`src/rtl/sort_controller.sv`:
```
// Sequencer for the 8-entry signed selection-sort datapath: load, in-place compare-and-swap sort, stream out.
// Define SORT_DESCEND_EN to invert the compare branch and produce descending output.
module sort_controller #(
    parameter int size = 8
) (
    input  logic                    clk,
    input  logic                    rstn,
    input  logic                    start,
    input  logic                    in_valid,
    output logic                    in_ready,
    input  logic                    out_ready,
    output logic                    out_valid,
    output logic                    busy,
    input  logic [$clog2(size):0]   cnt,
    input  logic [$clog2(size):0]   cnt_i,
    input  logic [$clog2(size):0]   cnt_j,
    input  logic                    result_cmp,
    output logic                    ena_cnt,
    output logic                    ena_cnti,
    output logic                    ena_cntj,
    output logic                    load_cnt,
    output logic                    load_cnti,
    output logic                    load_cntj,
    output logic                    s0,
    output logic                    s1,
    output logic                    s2,
    output logic                    s3,
    output logic                    we,
    output logic                    re,
    output logic                    en_rega,
    output logic                    en_regb,
    output logic                    done
);

    localparam int AW = $clog2(size);
    localparam logic [AW:0] LAST_IDX = (AW+1)'(size - 1);
    localparam logic [AW:0] PENULT_IDX = (AW+1)'(size - 2);

    typedef enum logic [3:0] {
        IDLE, LOAD, S_INIT, J_INIT, RD_A, LD_A, RD_B, LD_B,
        CMP, WR_I, WR_J, NEXT_J, NEXT_I, O_RD, O_VLD
    } state_e;

    state_e state_q, state_d;

    always_ff @(posedge clk) begin
        if (rstn) begin
            state_q <= IDLE;
        end else begin
            state_q <= state_d;
        end
    end

    always_comb begin
        state_d   = state_q;
        in_ready  = 1'b0;
        out_valid = 1'b0;
        busy      = (state_q != IDLE);
        ena_cnt   = 1'b0;
        ena_cnti  = 1'b0;
        ena_cntj  = 1'b0;
        load_cnt  = 1'b0;
        load_cnti = 1'b0;
        load_cntj = 1'b0;
        s0        = 1'b0;
        s1        = 1'b0;
        s2        = 1'b0;
        s3        = 1'b0;
        we        = 1'b0;
        re        = 1'b0;
        en_rega   = 1'b0;
        en_regb   = 1'b0;
        done      = 1'b0;

        case (state_q)
            IDLE: begin
                load_cnt = 1'b1;
                if (start) state_d = LOAD;
            end
            LOAD: begin
                in_ready = 1'b1;
                if (in_valid) begin
                    we      = 1'b1;
                    ena_cnt = 1'b1;
                    if (cnt == LAST_IDX) state_d = S_INIT;
                end
            end
            S_INIT: begin
                load_cnti = 1'b1;
                load_cnt  = 1'b1;
                state_d   = J_INIT;
            end
            J_INIT: begin
                load_cntj = 1'b1;
                state_d   = RD_A;
            end
            RD_A: begin
                s1      = 1'b1;
                re      = 1'b1;
                state_d = LD_A;
            end
            LD_A: begin
                s1      = 1'b1;
                re      = 1'b1;
                en_rega = 1'b1;
                state_d = RD_B;
            end
            RD_B: begin
                s1      = 1'b1;
                s0      = 1'b1;
                re      = 1'b1;
                state_d = LD_B;
            end
            LD_B: begin
                s1      = 1'b1;
                s0      = 1'b1;
                re      = 1'b1;
                en_regb = 1'b1;
                state_d = CMP;
            end
            CMP: begin
`ifdef SORT_DESCEND_EN
                state_d = result_cmp ? NEXT_J : WR_I;
`else
                state_d = result_cmp ? WR_I : NEXT_J;
`endif
            end
            // swap: mem[i] <- reg_b, then mem[j] <- reg_a
            WR_I: begin
                s1      = 1'b1;
                s3      = 1'b1;
                s2      = 1'b1;
                we      = 1'b1;
                state_d = WR_J;
            end
            WR_J: begin
                s1      = 1'b1;
                s0      = 1'b1;
                s3      = 1'b1;
                we      = 1'b1;
                state_d = NEXT_J;
            end
            NEXT_J: begin
                if (cnt_j == LAST_IDX) begin
                    state_d = NEXT_I;
                end else begin
                    ena_cntj = 1'b1;
                    state_d  = RD_A;
                end
            end
            NEXT_I: begin
                if (cnt_i == PENULT_IDX) begin
                    state_d = O_RD;
                end else begin
                    ena_cnti = 1'b1;
                    state_d  = J_INIT;
                end
            end
            O_RD: begin
                re      = 1'b1;
                done    = 1'b1;
                state_d = O_VLD;
            end
            O_VLD: begin
                re        = 1'b1;
                done      = 1'b1;
                out_valid = 1'b1;
                if (out_ready) begin
                    if (cnt == LAST_IDX) begin
                        state_d = IDLE;
                    end else begin
                        ena_cnt = 1'b1;
                        state_d = O_RD;
                    end
                end
            end
            default: state_d = IDLE;
        endcase

        // Reset silences every strobe but holds the counter loads so the datapath clears.
        if (rstn) begin
            in_ready  = 1'b0;
            out_valid = 1'b0;
            busy      = 1'b0;
            ena_cnt   = 1'b0;
            ena_cnti  = 1'b0;
            ena_cntj  = 1'b0;
            load_cnt  = 1'b1;
            load_cnti = 1'b1;
            load_cntj = 1'b1;
            s0        = 1'b0;
            s1        = 1'b0;
            s2        = 1'b0;
            s3        = 1'b0;
            we        = 1'b0;
            re        = 1'b0;
            en_rega   = 1'b0;
            en_regb   = 1'b0;
            done      = 1'b0;
            state_d   = IDLE;
        end
    end

endmodule

```
`config.mk`:
```
export PLATFORM = sky130hd
export DESIGN_NAME = sort_controller
export DESIGN_NICKNAME = d
export VERILOG_FILES = /design/src/rtl/sort_controller.sv
export SDC_FILE = /design/constraint.sdc
export NUM_CORES = 1
export LEC_CHECK = 0
export CORE_MARGIN = 4
export CORE_UTILIZATION = 35
export DETAILED_ROUTE_END_ITERATION = 10
export HOLD_SLACK_MARGIN = 0.06
export PLACE_DENSITY = 0.83
export SKIP_LAST_GASP = 1
export SYNTH_ARGS = -nofsm -noshare
export SYNTH_HDL_FRONTEND = slang
export SYNTH_SLANG_ARGS = --single-unit
```
`constraint.sdc`:
```
create_clock -name clk -period 1.71 [get_ports clk]
set_clock_uncertainty 0.05 [all_clocks]
set_input_delay 0.2565 -clock clk [delete_from_list [all_inputs] [get_ports clk]]
set_output_delay 0.2565 -clock clk [all_outputs]
set_load 0.02 [all_outputs]
```
==> key figures, run 1 <==
Outcome
  • Outcome: finished with violations
  • Failing checks: setup timing

Synth
  • Post-synthesis simple-gate area fraction: 50.6%
  • Synth top area share: 14.6%
  • Largest family of logic cells by synthesized area: simple AND/OR/NAND/NOR gates
  • Post-synth top cells: nor2_1 (8), nor3_1 (7), a21oi_1 (6), nand2b_1 (6), nand2_1 (5)
  • Sequential element share of the synthesized area: 14.6%
  • Synth Area in Compound Gates: 27.1%
  • Syn nets: 100
  • Mapped cell area: 549 µm²
  • Synth area leaders: dfxtp_1 (15%), nand2b_1 (6.8%), nor3_1 (6.4%)
  • Number of synthesized register bits: 4
  • Xor-xnor portion of the synthesized cell area: 0%
  • Synthesis Warnings: 0
  • Count of different cell masters after synthesis: 30
  • Syn Inst Count: 82
  • Yosys top cell by area: dfxtp_1
  • Post-synth EDFFs: 0
  • Fraction of registers with async set or reset after synthesis: 0%
  • Synth Area per Inst: 6.70 µm²
  • Adder-cell share of the synthesized area: 0%
  • Count leader, synth: nor2_1
  • Top FF cell, synth: dfxtp_1
  • Mux cell area share after synthesis: 0%

Detailed routing
  • WL per Instance: 18.6 µm
  • Vias: 985
  • Detailed-route DRC error count: 0
  • DRT Pass-1 Iters: 4
  • Via density: 6.08
  • Post-route antenna net violation count: 0
  • Drt total wl: 3020 µm
  • Starting DRT DRC Count: 36

Clock tree
  • CTS buffer count: 3
  • Clk sinks: 4
  • CTS root buffer: clkbuf_4
  • Clock Tree Buf Depth: 2
  • Worst skew pair latency: 0.26 ns
  • TritonCTS clock tree: yes
  • H-tree levels: 1
  • Hold_buf cts: 0
  • Worst-path clk slew: 0.05 ns

Finish
  • Area growth, synth to finish: 129%
  • Ratio of cells with drive above 1 in the final layout: 58.2%
  • Register Area: 90.1 µm²
  • Final Util: 84.5%
  • Max reg flops: 4
  • Biggest regs: state_q x4
  • Register with the most flip-flops: state_q
  • # diodes: 0
  • Net count, final: 166
  • Fill cells: 91
  • Multi-input gate area: 548 µm²

Global route
  • Antenna violations before repair: 0
  • Overflow after GRT: 0
  • Largest net degree at the start of global routing: 11
  • Number of global-route vias before repair: 888
  • Total track usage: 24.3%
  • First-pass GRT wire length: 3820 µm

Worst setup path
  • Top fanout value on the critical path: 4
  • Buf+Inv Stages, Crit Path: 2
  • Largest stage delay, worst path: 0.44 ns
  • Worst Path Arrival: 1.60 ns
  • CP Class: flop to output pin
  • Family with the most delay on the worst path: simple AND/OR/NAND/NOR gates
  • CP Capture Type: output pin
  • WP data required: 1.40 ns
  • Startpoint types: flop
  • Critical path's slowest cell: or4_4
  • Crit-path cells: nand2b_1, and2_4, or4_4, inv_1, buf_6

Die
  • Die area: 2270 µm²
  • Die span in y: 47.6 µm
  • Core Box Area: 1490 µm²
  • Die Span X: 47.6 µm
  • FP Rows: 14
  • I/O pin cnt: 36
  • Initial core utilization: 36.9%

Power
  • Leakage: 0.573 nW
  • Power Dens Cells: 692 nW/µm²
  • VDD IR-drop max: 0.463 mV
  • PnR Total Power: 0.000871 W

STA
  • Max Fclk: 524 MHz
  • Slew Viols, Final: 0
  • Final Critical Period: 1.91 ns
  • Worst slew margin: 75.8%
  • Worst slew pin tran: 0.361 ns
  • Setup ws final: -0.197 ns
  • Final Hold Viols: 0
  • Unrepaired setup endpoints after global routing: yes
  • Setup violators final: 12
  • Fin crit share: 112%

Run
  • Max-cap violation count: 0

Min path
  • Worst min-delay path category: primary input to flop

Place
  • GP Congestion: 0.905
  • Port bufs: 35
  • Final HPWL DP: 1850 µm
final cells by class:
cell class                      count  share of cell area, %
Multi-Input combinational cell     68                   43.6
Sequential cell                     4                   7.16
Timing Repair Buffer               67                   44.7
Inverter                            4                   1.19
Tap cell                           16                   1.59
Clock buffer                        3                   1.79
cell usage in the layout, fill, tap and decap left out, drive strengths merged:
| cell type | synthesis | final |
|---|---|---|
| a211oi | 1 | 1 |
| a21boi | 1 | 1 |
| a21o | 3 | 3 |
| a21oi | 7 | 7 |
| a221oi | 1 | 1 |
| a31oi | 1 | 1 |
| and2 | 2 | 2 |
| and4b | 2 | 2 |
| buf | 4 | 49 |
| clkbuf | 2 | 4 |
| clkdlybuf4s50 | 0 | 16 |
| dfxtp | 4 | 4 |
| dlygate4sd2 | 0 | 1 |
| inv | 4 | 4 |
| nand2 | 5 | 5 |
| nand2b | 6 | 6 |
| nand3 | 4 | 4 |
| nand4b | 1 | 1 |
| nor2 | 8 | 8 |
| nor2b | 2 | 2 |
| nor3 | 7 | 7 |
| nor3b | 3 | 3 |
| nor4 | 1 | 1 |
| nor4bb | 1 | 1 |
| o21ai | 3 | 3 |
| o22ai | 2 | 2 |
| o31ai | 1 | 1 |
| o41ai | 1 | 1 |
| or3 | 3 | 3 |
| or4 | 2 | 2 |
final timing paths:
path	slack, ns	from	to	depth (start not counted)
setup / recovery	-0.20	state_q[1]	s3	5
hold / removal	0.56	rstn	state_q[2]	3
setup reg to reg	-0.09	state_q[2]	state_q[3]	7
hold reg to reg	0.62	state_q[0]	state_q[2]	3
timing repair:
action	4_1_cts	5_1_grt
buffers inserted	0	1
pin swaps	6	3
resized for setup	108	25
setup endpoints to repair	19	18
metrics by stage:
stage	area [µm²]	std cells	hold WS [ns]	setup WS, ns	setup TNS (ns)
final	1260	162	0.564	-0.197	-1.29
after global routing	1260	162	0.587	-0.233	-2.06
after CTS	1170	161	0.546	-0.163	-0.696
after detailed placement	1130	158	0.645	-0.644	-8.62
after global placement	1130	158	0.604	-0.585	-7.64
after floorplan	559	82	0.273	-0.0312	-0.0624
cell families after synthesis:
family | Yosys count
compound gates | 21
buf+inv | 10
flops | 4
simple gates | 47
worst reg2reg max path: stages, from the launching register on:
cell,delay (ns)
dfxtp_4,0.35
buf_4,0.14
buf_4,0.13
or4_4,0.49
a21oi_4,0.21
buf_6,0.14
nand2b_1,0.10
o41ai_2,0.07
power breakdown:
part | total [W] | switching (W) | internal, W
logic | 0.000601 | 0.000290 | 0.000311
clock network | 0.000135 | 0.0000551 | 0.0000796
registers | 0.000135 | 0.0000233 | 0.000111
per-layer routing:
metal  vias up  routed length [µm]  track usage [%]
met5         -                   0                0
met4         0                 226             17.2
met3        33                 290             4.14
met2        86                1460             41.2
met1       434                1040             27.3
li1        432                   -                -
(Power assumes the default switching activity.)
==> inputs of run 2 (changes only) <==
--- a/config.mk
+++ b/config.mk
@@ -5,11 +5,13 @@
 export SDC_FILE = /design/constraint.sdc
 export NUM_CORES = 1
 export LEC_CHECK = 0
+export CELL_PAD_IN_SITES_DETAIL_PLACEMENT = 1
+export CELL_PAD_IN_SITES_GLOBAL_PLACEMENT = 2
 export CORE_MARGIN = 4
-export CORE_UTILIZATION = 35
+export CORE_UTILIZATION = 17
 export DETAILED_ROUTE_END_ITERATION = 10
 export HOLD_SLACK_MARGIN = 0.06
-export PLACE_DENSITY = 0.83
+export PLACE_DENSITY = 0.84
 export SKIP_LAST_GASP = 1
 export SYNTH_ARGS = -nofsm -noshare
 export SYNTH_HDL_FRONTEND = slang
==> run 2 against run 1 <==
  * Critical path type unchanged
  * Critical endpoint is now we
  * Sequential power is essentially flat
  * Die area increased by 85%
  * The flow still finishes with violations (setup timing)
  * Hold slack better by 0.081 ns
  * Total power fell by 8.6%
  * Highest routed layer unchanged
  * Register-to-register slack better by 0.14 ns
  * Clock-buffer cell count is the same
  * Sequential cell count did not move
==> key figures, run 2 (synthesized netlist as in run 1, its figures left out) <==
Worst setup path
  • R2R depth: 5 (-2)
  • Setup crit start: state_q[0]
  • Startpoint types: flop
  • Reg2reg end: state_q[2]
  • Worst Path Arrival: 1.56 ns (-0.04 ns)
  • Reg2Reg Launch Point: state_q[1]
  • CP Capture Type: output pin
  • Worst Setup EP: we
  • Crit-path cells: nand2b_4, and2_4, or4_4, o21ai_1, buf_4
  • R2R Setup Slk: 0.05 ns (+0.14 ns)
  • Critical path's slowest cell: or4_4
  • WP data required: 1.40 ns (about the same)
  • Largest stage delay, worst path: 0.43 ns (about the same)
  • Top fanout value on the critical path: 6 (+2)
  • CP Class: flop to output pin

Global route
  • Largest net degree at the start of global routing: 10 (-1)
  • First-pass GRT wire length: 4490 µm (+17%)
  • Overflow after GRT: 0 (unchanged)
  • Antenna violations before repair: 0 (unchanged)
  • Total track usage: 13.4% (-11 points)
  • Number of global-route vias before repair: 966 (+8.8%)

Detailed routing
  • Detailed-route DRC error count: 0 (unchanged)
  • Drt total wl: 2680 µm (-11%)
  • Post-route antenna net violation count: 0 (unchanged)
  • DRT Pass-1 Iters: 4 (unchanged)
  • Via density: 4.60 (-24%)
  • Vias: 865 (-12%)
  • WL per Instance: 14.3 µm (-23%)
  • Starting DRT DRC Count: 19 (-47%)

Finish
  • # diodes: 0 (unchanged)
  • Ratio of cells with drive above 1 in the final layout: 57.6% (-0.58 points)
  • Net count, final: 164 (-1.2%)
  • Finished Cell Area: 1270 µm² (+0.99%)
  • Max reg flops: 4 (unchanged)
  • Area growth, synth to finish: 131%
  • Fill cells: 388 (+330%)
  • Register with the most flip-flops: state_q
  • Biggest regs: state_q x4
  • Most common cell after layout, fill and taps aside: buf_4
  • Most frequent cells in the layout: buf_4 (36), clkdlybuf4s50_1 (12), nor2_1 (6), buf_6 (6)

Die
  • Core Box Area: 3080 µm² (+110%)
  • Die area: 4200 µm² (+85%)
  • Die span in y: 64.8 µm (+36%)
  • FP Rows: 20 (+6)
  • Die Span X: 64.8 µm (+36%)
  • Initial core utilization: 17.8% (-19 points)
  • I/O pin cnt: 36 (unchanged)

Place
  • Cell area after placement: 1150 µm² (+1.8%)
  • Final HPWL DP: 2150 µm (+17%)
  • GP Congestion: 0.857 (-5.3%)
  • Place WS: -0.640 ns (+0.00412 ns)
  • Port bufs: 35 (unchanged)

STA
  • Final Critical Period: 1.87 ns (-0.0364 ns)
  • Worst slew pin tran: 0.339 ns (-0.0218 ns)
  • Unrepaired setup endpoints after global routing: yes
  • Slew Viols, Final: 0 (unchanged)
  • Fin crit share: 109% (-2.1 points)
  • Final Hold Viols: 0 (unchanged)
  • Setup violators final: 6 (-6)
  • Max Fclk: 535 MHz (+1.9%)
  • Worst slew margin: 77.3% (+1.5 points)
  • Setup ws final: -0.160 ns (+0.0364 ns)

Run
  • Max-cap violation count: 0 (unchanged)

Power
  • Leakage: 0.577 nW (+0.71%)
  • Power Dens Cells: 626 nW/µm² (-9.5%)
  • VDD IR-drop max: 0.216 mV (-53%)

Outcome
  • Failing checks: setup timing
  • Outcome: finished with violations

Clock tree
  • Worst-path clk slew: 0.03 ns (-0.02 ns)
  • CTS buffer count: 3 (unchanged)
  • Hold_buf cts: 0 (unchanged)
  • Clk sinks: 4 (unchanged)
  • Worst skew pair latency: 0.24 ns (-0.02 ns)
  • TritonCTS clock tree: yes
  • Clock Tree Buf Depth: 2 (unchanged)
  • CTS root buffer: clkbuf_4
  • H-tree levels: 1 (unchanged)

Min path
  • Worst min-delay path category: primary input to flop
==> run 2: cell type report <==
cell class	instances	area (µm²)	area share (%)
timing repair buffer	65	543	42.8
multi-input combinational	68	546	43.0
tap	44	55.1	4.33
clock buffer	3	22.5	1.77
inverter	4	15.0	1.18
sequential	4	88.8	7.00
==> run 2: worst min-delay path by stage <==
| stage | endpoint | depth (start not counted) | start | slack, ns |
|---|---|---|---|---|
| final | state_q[2] | 3 | rstn | 0.65 |
| after CTS | state_q[2] | 3 | rstn | 0.60 |
| after detailed placement | state_q[2] | 3 | state_q[1] | 0.68 |
| after floorplan | state_q[2] | 1 | rstn | 0.27 |
| after global placement | state_q[2] | 3 | state_q[1] | 0.66 |
| after global routing | state_q[2] | 3 | rstn | 0.68 |
==> run 2: per-layer routing <==
layer	vias up	wire [µm]	global-route usage, %
met1	413	1120	14.7
met3	3	102	2.08
li1	426	-	-
met4	0	21	3.17
met5	-	0	0
met2	23	1440	26.4
==> run 2: per-stage QoR <==
step / setup TNS (ns) / util (%) / hold slack [ns] / cells / power (W)
floorplan: -0.0624 / - / 0.273 / 82 / 0.000354
global placement: -8.14 / 37.5 / 0.661 / 184 / 0.000599
detailed placement: -8.64 / 37.5 / 0.683 / 184 / 0.000611
CTS: -0.647 / 38.7 / 0.601 / 187 / 0.000764
global route: -1.27 / 41.3 / 0.676 / 188 / 0.000855
finish: -0.572 / 41.3 / 0.645 / 188 / 0.000796
==> run 2: report_power, final <==
group,internal [W],switching [W],total (W)
registers,0.000113,0.0000242,0.000137
clock network,0.0000784,0.0000382,0.000117
logic,0.000288,0.000254,0.000542
==> run 2: critical path: cells and delay by family, from the launching register on <==
| family | cells | cell delay (ns) |
|---|---|---|
| and+or+nand+nor | 3 | 0.72 |
| DFF | 1 | 0.36 |
| buffers and inverters | 1 | 0.15 |
| AOI/OAI and AO/OA | 1 | 0.09 |
==> run 2: what timing repair did <==
action	in CTS	in global routing
pin swaps	3	9
buffers inserted	0	1
endpoints found under the setup margin	18	19
gates resized for setup	104	28
==> inputs of run 3 (changes only) <==
--- a/config.mk
+++ b/config.mk
@@ -9,8 +9,8 @@
 export CELL_PAD_IN_SITES_GLOBAL_PLACEMENT = 2
 export CORE_MARGIN = 4
 export CORE_UTILIZATION = 17
+export CTS_CLUSTER_DIAMETER = 100
 export DETAILED_ROUTE_END_ITERATION = 10
-export HOLD_SLACK_MARGIN = 0.06
 export PLACE_DENSITY = 0.84
 export SKIP_LAST_GASP = 1
 export SYNTH_ARGS = -nofsm -noshare
==> results of run 3 <==
The final DEF is identical to that of run 2; final timing and power are the same.
